### src/rtl/tx_hp_pkg.sv
// Shared types and constants for the TX huge-page scheduler.
package tx_hp_pkg;

    // Scheduler FSM states.
    typedef enum logic [2:0] {
        IDLE,
        LOAD,
        ISSUE,
        DRAIN,
        RELEASE
    } state_e;

    // PCIe read requests must not cross this byte boundary.
    localparam int PCIE_BOUNDARY_BYTES = 4096;

    // Shift converting qwords to bytes.
    localparam int QW_SHIFT = 3;

endpackage

### src/rtl/tx_hp_chunk_len.sv
// Combinational chunk length: the smallest of the qwords left in the page,
// the maximum chunk size, and the qwords left before the next 4 KB boundary.
module tx_hp_chunk_len
    import tx_hp_pkg::*;
#(
    parameter int MAX_CHUNK_QW = 64,
    parameter int LEN_W        = $clog2(MAX_CHUNK_QW) + 1
) (
    input  logic [31:0]      remaining_i,
    input  logic [8:0]       addrQw_i,
    output logic [LEN_W-1:0] len_o
);

    localparam logic [31:0] MAX_C = 32'(MAX_CHUNK_QW);

    logic [9:0]  boundaryQw;
    logic [31:0] limit;

    // Narrow the limit step by step; the result never exceeds MAX_CHUNK_QW so it fits LEN_W.
    always_comb begin
        boundaryQw = 10'(PCIE_BOUNDARY_BYTES >> QW_SHIFT) - {1'b0, addrQw_i};
        limit      = MAX_C;
        if ({22'd0, boundaryQw} < limit) begin
            limit = {22'd0, boundaryQw};
        end
        if (remaining_i < limit) begin
            limit = remaining_i;
        end
        len_o = LEN_W'(limit);
    end

endmodule

### src/rtl/tx_huge_page_sched.sv
// TX huge-page scheduler: serves the two host huge pages in ping-pong order,
// splits each into boundary-safe PCIe read chunks, tracks outstanding chunks
// and hands the page back to the host once all of its chunks have completed.
// Optional statistics counters are enabled with TX_HP_SCHED_STATS_EN.
module tx_huge_page_sched
    import tx_hp_pkg::*;
#(
    parameter int MAX_CHUNK_QW    = 64,
    parameter int MAX_OUTSTANDING = 4,
    localparam int LEN_W          = $clog2(MAX_CHUNK_QW) + 1
) (
    input  logic             trn_clk,
    input  logic             reset_n,
    input  logic             huge_page_to_hw_1,
    input  logic             huge_page_to_hw_2,
    input  logic [63:0]      huge_page_addr_1,
    input  logic [63:0]      huge_page_addr_2,
    input  logic [31:0]      huge_page_qwords_1,
    input  logic [31:0]      huge_page_qwords_2,
    output logic             huge_page_to_host_1,
    output logic             huge_page_to_host_2,
    output logic             req_valid,
    input  logic             req_ready,
    output logic [63:0]      req_addr,
    output logic [LEN_W-1:0] req_len_qw,
    input  logic             chunk_done,
`ifdef TX_HP_SCHED_STATS_EN
    output logic [31:0]      stat_pages,
    output logic [31:0]      stat_qwords,
`endif
    output logic             protocol_err
);

    localparam logic [3:0] MAX_OUT_C = 4'(MAX_OUTSTANDING);

    state_e           state_q, state_d;
    logic             sel_q, sel_d;
    logic [63:0]      curAddr_q, curAddr_d;
    logic [31:0]      remaining_q, remaining_d;
    logic [3:0]       outstanding_q, outstanding_d;
    logic             protocolErr_q, protocolErr_d;

    logic [LEN_W-1:0] chunkLen;
    logic             reqValid;
    logic             accept;
    logic             doneValid;
    logic             selHw;
    logic [63:0]      selAddr;
    logic [31:0]      selQwords;

    // Mux the inputs of the currently selected page (sel_q = 0 is page 1).
    always_comb begin
        selHw     = sel_q ? huge_page_to_hw_2  : huge_page_to_hw_1;
        selAddr   = sel_q ? huge_page_addr_2   : huge_page_addr_1;
        selQwords = sel_q ? huge_page_qwords_2 : huge_page_qwords_1;
    end

    tx_hp_chunk_len #(
        .MAX_CHUNK_QW (MAX_CHUNK_QW),
        .LEN_W        (LEN_W)
    ) u_chunk_len (
        .remaining_i (remaining_q),
        .addrQw_i    (curAddr_q[11:3]),
        .len_o       (chunkLen)
    );

    assign reqValid = (state_q == ISSUE) && (outstanding_q < MAX_OUT_C);
    assign accept   = reqValid && req_ready;

    // Next-state logic: page load, chunk issue, drain and release.
    always_comb begin
        state_d     = state_q;
        sel_d       = sel_q;
        curAddr_d   = curAddr_q;
        remaining_d = remaining_q;
        case (state_q)
            IDLE: begin
                if (selHw) begin
                    state_d = LOAD;
                end
            end
            LOAD: begin
                curAddr_d   = selAddr & ~64'd7;
                remaining_d = selQwords;
                state_d     = (selQwords == 32'd0) ? RELEASE : ISSUE;
            end
            ISSUE: begin
                if (accept) begin
                    curAddr_d   = curAddr_q + (64'(chunkLen) << QW_SHIFT);
                    remaining_d = remaining_q - 32'(chunkLen);
                    if (remaining_d == 32'd0) begin
                        state_d = DRAIN;
                    end
                end
            end
            DRAIN: begin
                if (outstanding_q == 4'd0) begin
                    state_d = RELEASE;
                end
            end
            RELEASE: begin
                sel_d   = ~sel_q;
                state_d = IDLE;
            end
            default: begin
                state_d = IDLE;
            end
        endcase
    end

    // Outstanding-chunk credit tracking; a completion with nothing in flight is flagged and dropped.
    always_comb begin
        doneValid     = chunk_done && (outstanding_q != 4'd0);
        protocolErr_d = protocolErr_q || (chunk_done && (outstanding_q == 4'd0));
        outstanding_d = outstanding_q;
        if (accept && !doneValid) begin
            outstanding_d = outstanding_q + 4'd1;
        end else if (!accept && doneValid) begin
            outstanding_d = outstanding_q - 4'd1;
        end
    end

    // Scheduler state registers.
    always_ff @(posedge trn_clk or negedge reset_n) begin
        if (!reset_n) begin
            state_q       <= IDLE;
            sel_q         <= 1'b0;
            curAddr_q     <= 64'd0;
            remaining_q   <= 32'd0;
            outstanding_q <= 4'd0;
            protocolErr_q <= 1'b0;
        end else begin
            state_q       <= state_d;
            sel_q         <= sel_d;
            curAddr_q     <= curAddr_d;
            remaining_q   <= remaining_d;
            outstanding_q <= outstanding_d;
            protocolErr_q <= protocolErr_d;
        end
    end

`ifdef TX_HP_SCHED_STATS_EN
    logic [31:0] statPages_q;
    logic [31:0] statQwords_q;

    // Wrapping counters of released pages and of qwords requested.
    always_ff @(posedge trn_clk or negedge reset_n) begin
        if (!reset_n) begin
            statPages_q  <= 32'd0;
            statQwords_q <= 32'd0;
        end else begin
            if (state_q == RELEASE) begin
                statPages_q <= statPages_q + 32'd1;
            end
            if (accept) begin
                statQwords_q <= statQwords_q + 32'(chunkLen);
            end
        end
    end

    assign stat_pages  = statPages_q;
    assign stat_qwords = statQwords_q;
`endif

    assign req_valid           = reqValid;
    assign req_addr            = curAddr_q;
    assign req_len_qw          = chunkLen;
    assign huge_page_to_host_1 = (state_q == RELEASE) && !sel_q;
    assign huge_page_to_host_2 = (state_q == RELEASE) && sel_q;
    assign protocol_err        = protocolErr_q;

endmodule

### config.mk
export PLATFORM = sky130hd
export DESIGN_NAME = tx_huge_page_sched
export DESIGN_NICKNAME = d
export VERILOG_FILES = /design/src/rtl/tx_hp_pkg.sv /design/src/rtl/tx_hp_chunk_len.sv /design/src/rtl/tx_huge_page_sched.sv
export SDC_FILE = /design/constraint.sdc
export NUM_CORES = 1
export LEC_CHECK = 0
export CORE_MARGIN = 5
export CORE_UTILIZATION = 40
export DETAILED_ROUTE_END_ITERATION = 8
export GPL_TIMING_DRIVEN = 0
export PLACE_DENSITY = 0.72
export SETUP_SLACK_MARGIN = 0.3
export SYNTH_ARGS = -nofsm -noshare
export SYNTH_HDL_FRONTEND = slang
export SYNTH_SLANG_ARGS = --single-unit
### constraint.sdc
create_clock -name trn_clk -period 5.6 [get_ports trn_clk]
set_input_delay 1.4 -clock trn_clk [delete_from_list [all_inputs] [get_ports trn_clk]]
set_output_delay 1.4 -clock trn_clk [all_outputs]
set_load 0.01 [all_outputs]
==> flow_results.org <==
** Status
- The run finished, with violations left.
- Violations in the final reports :: negative setup slack

** Layout
- In the final design database the tool counted approximately 1600 nets.
- Cells fill about three fifths of the core in the end.
- The number of antenna diodes in the final layout is 0.
- Fraction of layout instances using a drive strength above 1 :: 13.1%
- The area growth from synthesis to layout is 47.1%.

** Job
- Number of violations of the max-capacitance limit :: 0

** STA
- Setup repair after global routing could not meet its margin everywhere.
- Worst-case headroom to the max-slew limit :: around a fifth
- Final critical-path share of the clock period :: 106%
- For the pin with the worst max-slew slack, the measured transition is 1.20 ns.
- Worst Slack Setup Final :: -0.316 ns
- Post-layout min period :: 5.92 ns
- Final setup TNS :: -0.316 ns
- Number of failing hold endpoints at the final stage :: 0
- Total of endpoints with negative setup slack in the final report :: 1
- Static timing analysis puts the maximum clock frequency at approximately 170 MHz.
- Worst Hold Margin :: ~0.47 ns
- The count of final max-slew check failures came to 0.
- Maximum clock skew at final layout :: 0.0145 ns

** Pwr
- In this run the power density over the cells is around 320 mW/mm^2.
- The analysis attributes to cell leakage a power of between 4 and 5 nW.
- IR analysis of the VDD net gives a maximum drop of ~160 uV.

** Setup path
- Counting cells, the worst reg-to-reg path comes to 28.
- In this run the critical register-to-register path is captured at state_q[0].
- Critical Path End Type :: flop
- The worst register-to-register path has a setup slack of -0.32 ns.
- Critical Path AT :: 6.19 ns
- Most prevalent standard cell on the critical path :: inv_2
- STA classifies the critical path startpoint as a flop.
- Worst Path Required :: 5.88 ns
- In this design, the stage delay of the slowest critical-path cell is roughly 0.49 ns.
- The critical path is of the reg2reg type.
- In this run the worst path has a maximum fanout of 4.
- The slowest stage of the critical path is the or4b_4 cell.
- Worst R2R Start :: req_addr[3]

** Drt
- Drt first pass iters :: 5
- Routed WL :: between 30000 and 40000 um
- The detail route stage leaves a number of antenna-violating nets equal to 0.
- Count of routing violations after the opening detailed-route iteration :: 1135
- Average wire length per cell after detail routing :: about 23 um
- Avg Vias per Cell :: slightly above 6
- Overall via count from detail_route :: 10300
- In the routed design, unresolved DRC markers number 0.

** Global route
- Vias in the first global route :: around 9800
- Total routing resource utilization after global routing :: 29.6%
- Number of antenna violations at the first check in global routing :: 0
- Global routing finished with a remaining overflow of 0.
- Entering global routing, the biggest net connects 65 pins.
- The first global-routing pass estimated roughly 56000 um of wire.

** Clock network
- Maximum root-to-sink buffer count :: 2
- Sink Count :: a little over 100
- Library cell used as clock root buffer :: clkbuf_16
- The clock reaches the later pin of the worst-skew pair after around 0.37 ns.
- TritonCTS built the clock tree.
- After clock tree synthesis, the clock-pin slew on the worst setup and hold paths is 0.08 ns.
- Hold buffers post-CTS :: 0
- Clock tree synthesis inserted a total of 9 buffers.
- In this run the number of H-tree levels came out at 3.

** Die
- Die outline area :: between 0.02 and 0.025 mm^2
- Chip height :: 157 um
- Die boundary width :: approximately 160 um
- For this configuration, the core starts out at a cell density of between 40% and 50%.
- Number of I/O pins :: about 270
- Row count :: 53
- The region available for standard cell placement spans roughly 0.021 mm^2.

** Yosys
- Flip-flop and latch count after synthesis :: 102
- In the post-synthesis netlist, the biggest area contributors are dfrtp_1 30%, mux2i_1 7.7%, a21oi_1 5.7%.
- A synthesized cell averages between 8 and 9 um^2.
- Post-Synthesis Cell Area :: between 0.008 and 0.009 mm^2
- For this run, the leading register cell type out of synthesis is dfrtp_1.
- After synthesis, the netlist uses between 70 and 80 different library cells.
- Leading post-synthesis cells by instance count :: 102 x dfrtp_1, 102 x nor2_1, 98 x a21oi_1
- Yosys printed 0 warnings.
- The synthesized design contains 0 enable-type register cells.
- Area share of the largest cell type after synthesis :: between 20 and 30%
- Async S/R FF share, synth :: 100%
- Library cell occupying the most area in the post-synthesis netlist :: dfrtp_1
- In the synthesized netlist, the number of instances is around 1100.
- Sequential area share after synthesis :: 29.6%

** Placed design
- Post-detailed-placement half-perimeter wirelength :: about 28000 um
- During placement, the flow inserted port buffers numbering around 260.
- Routability-driven placement finished with a final weighted congestion of slightly below 1.

** Min path
- Worst Hold Endpoint :: protocol_err
- The startpoint identified for the worst hold timing path is protocol_err.
- Along the worst hold path, the cell count comes to 1.
- The min-delay analysis places its worst path in the category reg2reg.
## timing repair
| action | 4_1_cts | 5_1_grt |
|---|---|---|
| cloned | 1 | 0 |
| setup buffers | 18 | 16 |
| setup endpoints to repair | 88 | 58 |
| resized for setup | 50 | 56 |
| pin swaps | 13 | 37 |
## how the worst max path moves through the flow
| stage | cells past startpoint | to | from | slack, ns |
|---|---|---|---|---|
| after CTS | 28 | state_q[0] | req_addr[3] | -0.31 |
| after floorplan | 28 | state_q[0] | req_addr[4] | -0.11 |
| after detailed placement | 28 | state_q[0] | req_addr[3] | -0.92 |
| final | 28 | state_q[0] | req_addr[3] | -0.32 |
| after global routing | 28 | state_q[0] | req_addr[3] | -0.50 |
| after global placement | 1 | req_addr[4] | reset_n | -1.49 |
## cells in the final DEF, fill, tap and decap left out, types with 6 or more instances in the layout
cell and instances:
xor2_1 16, or4_1 6, nand2_1 79, nor2_2 6
clkbuf_16 9, clkbuf_1 50, a21oi_1 93, nor4_1 14
nor3_1 30, mux2i_1 65, buf_4 35, and2_1 8
a22oi_1 7, a31oi_1 12, clkbuf_8 6, xnor2_1 11
inv_1 15, mux2_2 35, nor2_1 94, dfrtp_1 100
ha_1 21, nor2b_1 13, o22ai_1 23, buf_1 9
a211oi_1 17, o21a_1 7, nand4_1 19, o21ai_0 75
and4_1 8, nor3_2 6, clkdlybuf4s50_1 255, o22a_1 14
a21o_1 13, and3_1 12, a311oi_1 6, nand3_1 34
## cells by family (layout without fill, tap and decap cells)
family / count (synthesis) / count (layout) / synth area share [%]
adder cells (fa/ha/maj): 28 / 28 / 4.33
flip-flops: 102 / 102 / 29.6
multiplexers: 102 / 102 / 12.4
AO/OA/AOI/OAI: 323 / 323 / 23.3
buffers and inverters: 95 / 410 / 5.01
other: 2 / 4 / 0.0871
XOR/XNOR: 27 / 27 / 2.74
AND/OR/NAND/NOR: 385 / 385 / 22.5
## layout make-up
type	count	area (um^2)
plain buffers	75	397
clock buffers	11	243
clock inverters	5	88.8
fillers	1879	8410
inverters	20	75.1
multi-input cells	869	6030
flip-flops and latches	102	2550
well taps	275	344
repair buffers	299	2940
## registers in the layout, summed over array words and instances, names as in the netlist
name / count
remaining_q: 32
state_q: 3
outstanding_q: 4
sel_q: 1
req_addr: 61
protocol_err: 1
## report_power, final
part	internal (mW)	total [mW]	switching, mW
registers	0.873	1.09	0.216
logic	1.02	2.22	1.20
clock network	0.411	0.745	0.334
## routing by layer
layer  global-route usage [%]  share of wire, %  vias up
met3                     8.38                12      111
met4                     10.9               4.0        0
li1                         -                 -     4579
met5                        0                 0        -
met1                     37.8                37     4896
met2                     48.0                46      719
## critical path: cells and delay by family, from the launching register on
| kind | cells | cell delay [ns] |
|---|---|---|
| mux | 2 | 0.31 |
| buf+inv | 5 | 0.43 |
| simple gates | 11 | 2.30 |
| fa+ha+maj | 4 | 1.01 |
| flops | 1 | 0.41 |
| compound gates | 6 | 1.36 |
## metrics by stage
stage	std cells	power, mW	area (um^2)	setup WS (ns)
2_1_floorplan	1066	2.20	8660	-0.113
3_3_place_gp	1604	2.91	11600	-1.49
3_5_place_dp	1605	2.93	11700	-0.919
4_1_cts	1640	3.82	12300	-0.307
5_1_grt	1656	4.26	12700	-0.500
6_report	1656	4.05	12700	-0.316
Note: power is estimated with default switching activity, not from simulation.
